`src/rtl/clk_burst_ctrl_if.sv`:
```
// Configuration handshake into clk_burst_ctrl: half-period and burst length
// travel together and are taken on cfg_valid && cfg_ready.
interface clk_burst_ctrl_if #(
  parameter int CNT_W   = 8,
  parameter int BURST_W = 8
);
  logic               cfg_valid;
  logic               cfg_ready;
  logic [CNT_W-1:0]   cfg_half;
  logic [BURST_W-1:0] cfg_burst;

  modport master (output cfg_valid, cfg_half, cfg_burst, input cfg_ready);
  modport slave  (input cfg_valid, cfg_half, cfg_burst, output cfg_ready);
endinterface

```
`src/rtl/clk_burst_ctrl.sv`:
```
// Programmable clock-pattern generator: 50% duty waveform of 2*half cycles,
// either continuous or a fixed number of pulses, always ending on a full period.
module clk_burst_ctrl #(
  parameter int CNT_W   = 8,
  parameter int BURST_W = 8
) (
  input  logic               clk,
  input  logic               rst,
  clk_burst_ctrl_if.slave    cfg,
  input  logic               start,
  input  logic               stop,
  output logic               clk_out,
  output logic               busy,
  output logic               done,
  output logic [BURST_W-1:0] pulse_cnt
);

  typedef enum logic [1:0] {IDLE, HIGH, LOW} state_t;

  state_t             state, state_n;
  logic [CNT_W-1:0]   cnt, cnt_n;
  logic [CNT_W-1:0]   half_reg, half_n;
  logic [BURST_W-1:0] burst_reg, burst_n;
  logic [BURST_W-1:0] pulse_n;
  logic               stop_pend, stop_pend_n;
  logic               done_n;
  logic               cfg_accept;

  assign cfg.cfg_ready = (state == IDLE);
  assign busy          = (state != IDLE);
  assign cfg_accept    = cfg.cfg_valid && (state == IDLE);

  // A config taken in the same cycle as start already shapes that run,
  // so the counter reload uses half_n rather than half_reg in IDLE.
  always_comb begin
    state_n     = state;
    cnt_n       = cnt;
    half_n      = half_reg;
    burst_n     = burst_reg;
    pulse_n     = pulse_cnt;
    stop_pend_n = stop_pend;
    done_n      = 1'b0;

    if (cfg_accept) begin
      half_n  = (cfg.cfg_half == '0) ? CNT_W'(1) : cfg.cfg_half;
      burst_n = cfg.cfg_burst;
    end

    case (state)
      IDLE: begin
        if (start) begin
          state_n     = HIGH;
          cnt_n       = half_n - CNT_W'(1);
          pulse_n     = '0;
          stop_pend_n = 1'b0;
        end
      end
      HIGH: begin
        if (stop) stop_pend_n = 1'b1;
        if (cnt == '0) begin
          state_n = LOW;
          cnt_n   = half_reg - CNT_W'(1);
        end else begin
          cnt_n = cnt - CNT_W'(1);
        end
      end
      LOW: begin
        if (stop) stop_pend_n = 1'b1;
        if (cnt == '0) begin
          // A stop arriving on the very last low cycle still ends this period.
          pulse_n = pulse_cnt + BURST_W'(1);
          if (stop_pend || stop || (burst_reg != '0 && pulse_n == burst_reg)) begin
            state_n     = IDLE;
            done_n      = 1'b1;
            stop_pend_n = 1'b0;
          end else begin
            state_n = HIGH;
            cnt_n   = half_reg - CNT_W'(1);
          end
        end else begin
          cnt_n = cnt - CNT_W'(1);
        end
      end
      default: state_n = IDLE;
    endcase
  end

  // clk_out is a flop driven from the next state so the output never glitches.
  always_ff @(posedge clk) begin
    if (rst) begin
      state     <= IDLE;
      cnt       <= '0;
      half_reg  <= CNT_W'(1);
      burst_reg <= '0;
      pulse_cnt <= '0;
      stop_pend <= 1'b0;
      done      <= 1'b0;
      clk_out   <= 1'b0;
    end else begin
      state     <= state_n;
      cnt       <= cnt_n;
      half_reg  <= half_n;
      burst_reg <= burst_n;
      pulse_cnt <= pulse_n;
      stop_pend <= stop_pend_n;
      done      <= done_n;
      clk_out   <= (state_n == HIGH);
    end
  end

endmodule

```
`src/flat_wrapper.sv`:
```
// flat-port wrapper written by rule: the top's interface ports become plain ports
module clk_burst_ctrl_flat 
#(
  parameter int CNT_W   = 8,
  parameter int BURST_W = 8
)
  (clk, rst, start, stop, clk_out, busy, done, pulse_cnt, cfg_cfg_valid, cfg_cfg_half, cfg_cfg_burst, cfg_cfg_ready);
  clk_burst_ctrl_if #(.CNT_W(CNT_W), .BURST_W(BURST_W)) cfg_i ();
  input  logic clk;
  input  logic rst;
  input  logic start;
  input  logic stop;
  output logic clk_out;
  output logic busy;
  output logic done;
  output logic [BURST_W-1:0] pulse_cnt;
  input wire logic [$bits(cfg_i.cfg_valid)-1:0] cfg_cfg_valid;
  input wire logic [$bits(cfg_i.cfg_half)-1:0] cfg_cfg_half;
  input wire logic [$bits(cfg_i.cfg_burst)-1:0] cfg_cfg_burst;
  output wire logic [$bits(cfg_i.cfg_ready)-1:0] cfg_cfg_ready;
  assign cfg_i.cfg_valid = cfg_cfg_valid;
  assign cfg_i.cfg_half = cfg_cfg_half;
  assign cfg_i.cfg_burst = cfg_cfg_burst;
  assign cfg_cfg_ready = cfg_i.cfg_ready;
  clk_burst_ctrl #(.CNT_W(CNT_W), .BURST_W(BURST_W)) u_core (.clk(clk), .rst(rst), .cfg(cfg_i), .start(start), .stop(stop), .clk_out(clk_out), .busy(busy), .done(done), .pulse_cnt(pulse_cnt));
endmodule
```
`config.mk`:
```
export PLATFORM = sky130hd
export DESIGN_NAME = clk_burst_ctrl_flat
export DESIGN_NICKNAME = d
export VERILOG_FILES = /design/src/rtl/clk_burst_ctrl_if.sv /design/src/rtl/clk_burst_ctrl.sv /design/src/flat_wrapper.sv
export SDC_FILE = /design/constraint.sdc
export NUM_CORES = 1
export LEC_CHECK = 0
export BUFFER_PORTS_ARGS = -buffer_cell sky130_fd_sc_hd__buf_2
export CAP_MARGIN = 5
export CORE_MARGIN = 2
export CORE_UTILIZATION = 50
export CTS_CLUSTER_DIAMETER = 30
export DETAILED_ROUTE_END_ITERATION = 8
export PLACE_DENSITY_LB_ADDON = 0.12
export SLEW_MARGIN = 10
export SYNTH_ARGS = -nofsm -noshare
export SYNTH_HDL_FRONTEND = slang
export SYNTH_SLANG_ARGS = --single-unit
```
`constraint.sdc`:
```
create_clock -name clk -period 6.5 [get_ports clk]
set_clock_uncertainty 0.15 [all_clocks]
set_input_delay 1.3 -clock clk [delete_from_list [all_inputs] [get_ports clk]]
set_output_delay 1.3 -clock clk [all_outputs]
set_load 0.005 [all_outputs]
```
# Yosys cells after proc, flatten, opt, wreduce, memory -nomap -nowiden

Index checks and enable logic that the tools add are counted.

Mux-type cells: 21
Equal/unequal tests: 7
Bitwise logic cells: 2
Reduce and logical (&&, ||, !) cells: 15
$add $sub $neg: 4

Operator list:

| kind                                                                    | count |
|---|---|
| 8-bit 2-to-1 mux                                                        | 8 |
| 8-bit case mux with 3 select lines                                      | 1 |
| 8-bit by 1-bit subtractor with 8-bit output, second input constant      | 3 |
| 8-bit zero test                                                         | 2 |
| 8-bit case mux with 2 select lines                                      | 1 |
| 8-bit by 1-bit adder with 8-bit output, second input constant           | 1 |
| 8-bit equality test                                                     | 1 |
| 8-bit nonzero test                                                      | 1 |
| 1-bit 2-to-1 mux                                                        | 6 |
| 2-bit 2-to-1 mux                                                        | 3 |
| 2-bit case mux with 3 select lines                                      | 1 |
| 3-bit AND reduction                                                     | 2 |
| 2-bit by 1-bit equality test with 1-bit output, second input constant   | 2 |
| 2-bit nonzero test                                                      | 2 |
| 3-bit inequality test, second input constant                            | 1 |
| 1-bit case mux with 3 select lines                                      | 1 |
| 3-bit nonzero test                                                      | 1 |
| 3-bit OR reduction                                                      | 1 |
| 2-bit equality test, second input constant                              | 1 |
| 1-bit logical AND                                                       | 2 |
| 2-bit zero test                                                         | 1 |
| 1-bit logical OR                                                        | 2 |
| 2-bit by 1-bit inequality test with 1-bit output, second input constant | 1 |
| 2-bit inequality test, second input constant                            | 1 |
| other kinds (2)                                                         | 3 |

Flip-flop bits (word level): 37
Bits of input ports: 21
Logic and storage cells: 57
Output and inout port bits: 12

# Longest topological paths before layout

Word-level depth: 8
Gate-level depth with buffers: 12

# Worst setup path after synthesis

Ideal clock, no wire load.

Path kind: input port to flip-flop
Start: in cfg_cfg_valid
End: reg u_core.cnt[6]
Path slack: 3.363 ns
Arrival: 2.849 ns
Buffers on the path: 1
Required time: 6.213 ns
Library setup time: 0.137 ns
Cell stages on the path: 10
Cells stage by stage: and2_1 > clkbuf_1 > nor2_1 > nor3_1 > nor2_1 > ha_1 > nor3b_1 > and2_1 > xor2_1 > o22ai_1

Word-level cells in the longest chain between the ends: 5

Ends and longest elaborated chain:

| what                                        | line                  | RTL |
|---|---|---|
| start: declaration                          | flat_wrapper.sv:17    | `input wire logic [$bits(cfg_i.cfg_valid)-1:0] cfg_cfg_valid;` |
| 1-bit logical AND                           | clk_burst_ctrl.sv:31  | `assign cfg_accept = cfg.cfg_valid && (state == IDLE);` |
| 8-bit 2-to-1 mux                            | clk_burst_ctrl.sv:44  | `if (cfg_accept) begin` |
| 8-bit by 1-bit subtractor with 8-bit output | clk_burst_ctrl.sv:53  | `cnt_n = half_n - CNT_W'(1);` |
| 8-bit 2-to-1 mux                            | clk_burst_ctrl.sv:51  | `if (start) begin` |
| 8-bit case mux with 3 select lines          | clk_burst_ctrl.sv:49  | `case (state)` |
| end signal: assignment                      | clk_burst_ctrl.sv:101 | `cnt <= cnt_n;` |
| end: declaration                            | clk_burst_ctrl.sv:21  | `logic [CNT_W-1:0] cnt, cnt_n;` |

Every way passes these cells. The select of a mux whose other input is x is not followed.
A chain may end at the register's enable or synchronous reset.

# Worst setup path in the final report

Same ends and word-level chain as after synthesis.

==> results by group <==
CTS
  – TritonCTS clock tree: built
  – Sink Count: 37
  – # resized after CTS: 0
  – Clock-pin slew on the worst setup and hold paths: 0.08 ns
  – CTS H-Tree Depth: 2
  – Clk root buf: clkbuf_8
  – # Post-CTS Setup Buffers: 0
  – Post-CTS Hold Buffers: 0
  – Num CTS Buffers: 5
  – CTS Buffer Depth: 2
  – Clk_lat worst skew: 0.29 ns

Critical path
  – Kind of cell adding the most delay to the critical path: simple AND/OR/NAND/NOR gates
  – Slowest-stage cell, CP: a211oi_1
  – Worst Path Max Fanout: 17
  – Critical Path Max Stage Delay: 0.40 ns
  – Worst setup EP type: flop
  – Crit path cell chain: buf_2 > nand2_2 > a211oi_1 > nor3_1 > nor2_1 > ha_1 > nor3b_1 > and2_1 > xor2_1 > o22ai_1
  – Worst setup SP type: input pin
  – Worst reg2reg setup slack: 3.33 ns
  – CP Buf/Inv Count: 1
  – CP Class: in2reg
  – CP arrival: 3.40 ns
  – CP required: 6.51 ns

Run status
  – Status: finished clean

Timing
  – # setup viols final: 0
  – Period utilisation layout: 0.522
  – Hold Slack: 0.331 ns
  – Fmax: 0.295 GHz
  – Slew headroom: 0.537
  – RSZ-0062 raised after global routing: no
  – Final Max Tran Viols: 0
  – Sum of negative setup slack: 0 ns
  – Final Hold Fails: 0
  – Worst slew pin tran: 0.695 ns
  – Post-layout min period: 3.39 ns

Floorplan
  – I/O pin total: 33
  – Chip width: 69.3 µm
  – Starting density of the core: 0.525
  – Die Span Y: 69.3 µm
  – Core footprint: 0.00406 mm²
  – Die ar.: 0.00480 mm²
  – FP Rows: 23

Hold path
  – Min-Delay Path Class: reg2reg

Layout
  – Synth-to-Final Area Change: 13.7%
  – Share of cells above drive strength 1: 0.166
  – Finished Core Util: 0.597
  – Final instance count without filler cells: 346
  – Final Net Count: 322
  – Diode count: 0

Yosys
  – Yosys reg bits: 37
  – Mapped Nets: 294
  – Synth cell types: 49
  – Main synth FF type: dfxtp_1
  – Sequential area share after synthesis: 0.348
  – Async S/R FF share, synth: 0
  – Mapped Area: 0.00213 mm²
  – Yosys Warn Count: 0
  – Cells after synthesis: 267
  – Post-synthesis area per instance: 7.98 µm²
  – Post-synth EDFFs: 0

Drt
  – Residual DRC: 0
  – WL final: 5.04 mm
  – Number of routed nets with antenna violations: 0
  – Via density: 5.79
  – Routed vias: 2002
  – DRT iter0 DRCs: 152
  – Post-DR wirelength/cell: 14.6 µm
  – TritonRoute pass-1 iters: 4

Global routing
  – Initial antenna violation count: 0
  – Largest net degree at the start of global routing: 36
  – GRT Total Usage: 0.215
  – Vias in the first global route: 1831
  – First-pass GRT wire length: 8.59 mm
  – Gr ovfl total: 0

Power
  – Static leakage: 0.000989 µW
  – VDD IR max: 226 µV
  – Total Power: 821 µW
  – Pwr per Cell Area: 339 mW/mm²

Place
  – GPL Wtd Cong: 0.868
  – Dpl hpwl: 3.58 mm
  – PortBufs: 32
  – # placed instances: 338

Flow run
  – Max-cap violations: 0
## worst reg2reg max path, delay by kind of cell (launching register included)
family                     cells  cell delay (ns)
AOI/OAI and AO/OA              2             0.48
DFF                            1             0.36
xor gates and xnor gates       1             0.15
adders and majority gates      2             0.59
and+or+nand+nor                5             1.22
buffers and inverters          1             0.10
## cell usage after synthesis (5+ instances only)
| cell | n | area (µm²) |
|---|---|---|
| dfxtp_1 | 37 | 741 |
| nand2_1 | 33 | 124 |
| nor2_1 | 31 | 116 |
| a21oi_1 | 24 | 120 |
| o21ai_0 | 12 | 60.1 |
| mux2i_1 | 10 | 100 |
| inv_1 | 9 | 33.8 |
| xor2_1 | 9 | 78.8 |
| clkbuf_1 | 8 | 30.0 |
| nor3_1 | 8 | 40.0 |
| ha_1 | 6 | 75.1 |
| nand3_1 | 6 | 30.0 |
| a211oi_1 | 5 | 37.5 |
| nor2b_1 | 5 | 31.3 |
## per-stage QoR
stage	instance area, µm²	worst slack [ns]
2_1_floorplan	2130	3.36
3_3_place_gp	2310	3.01
3_5_place_dp	2310	2.83
4_1_cts	2420	3.11
5_1_grt	2420	2.84
6_report	2420	3.11
## cells in the final DEF, fill, tap and decap left out, types with 2 or more instances in the layout
| cell | instances |
|---|---|
| nand2_1 | 33 |
| mux2i_1 | 10 |
| a211oi_2 | 2 |
| nor4b_1 | 2 |
| xor2_1 | 9 |
| a21oi_1 | 24 |
| nor2b_1 | 5 |
| o221ai_1 | 2 |
| clkbuf_8 | 6 |
| xnor2_1 | 4 |
| and3_1 | 3 |
| nand4_1 | 3 |
| o22ai_1 | 4 |
| o21bai_1 | 2 |
| o21ai_0 | 12 |
| nand3_1 | 6 |
| buf_2 | 32 |
| a2111oi_2 | 2 |
| ha_1 | 6 |
| or4_1 | 2 |
| nand2b_1 | 3 |
| nor3b_1 | 2 |
| nor3_1 | 8 |
| a211oi_1 | 5 |
| nor2_1 | 31 |
| nor4_1 | 4 |
| inv_1 | 9 |
| nand3b_1 | 4 |
| and2_1 | 4 |
| a31oi_1 | 2 |
| dfxtp_1 | 37 |
## cell families after synthesis
kind of cell | Yosys count | share of synthesized area
multiplexers | 10 | 0.0470
adder cells (fa/ha/maj) | 6 | 0.0352
XOR/XNOR | 13 | 0.0534
AND/OR/NAND/NOR | 118 | 0.287
AO/OA/AOI/OAI | 63 | 0.192
buffers and inverters | 20 | 0.0376
flip-flops | 37 | 0.348
## metal layers
layer | vias up | global-route usage | routed length [µm]
met4 | 0 | 0.0675 | 50
li1 | 1012 | - | -
met5 | - | 0 | 0
met2 | 54 | 0.337 | 2330
met1 | 930 | 0.296 | 2370
met3 | 6 | 0.0436 | 287
## area by class of cell
type,count,area (µm²)
fill,387,1630
multi-input combinational,210,1310
sequential,37,741
timing repair buffer,32,160
clock buffer,7,86.3
tap,50,62.6
inverter,9,33.8
clock inverter,1,30.0
## path summary, 6_finish.rpt
check	start	endpoint	cells past startpoint
worst min register to register	u_core.half_reg[6]	u_core.half_reg[6]	2
worst max register to register	u_core.state[0]	u_core.cnt[6]	11
worst min-delay path	u_core.half_reg[6]	u_core.half_reg[6]	2
worst max-delay path	cfg_cfg_valid	u_core.cnt[6]	10
## report_power, final
part / total [µW] / internal [µW] / switching (µW)
Sequential: 301 / 262 / 38.5
Clock: 207 / 125 / 81.9
Combinational: 313 / 127 / 186
Note: power is estimated with default switching activity, not from simulation.
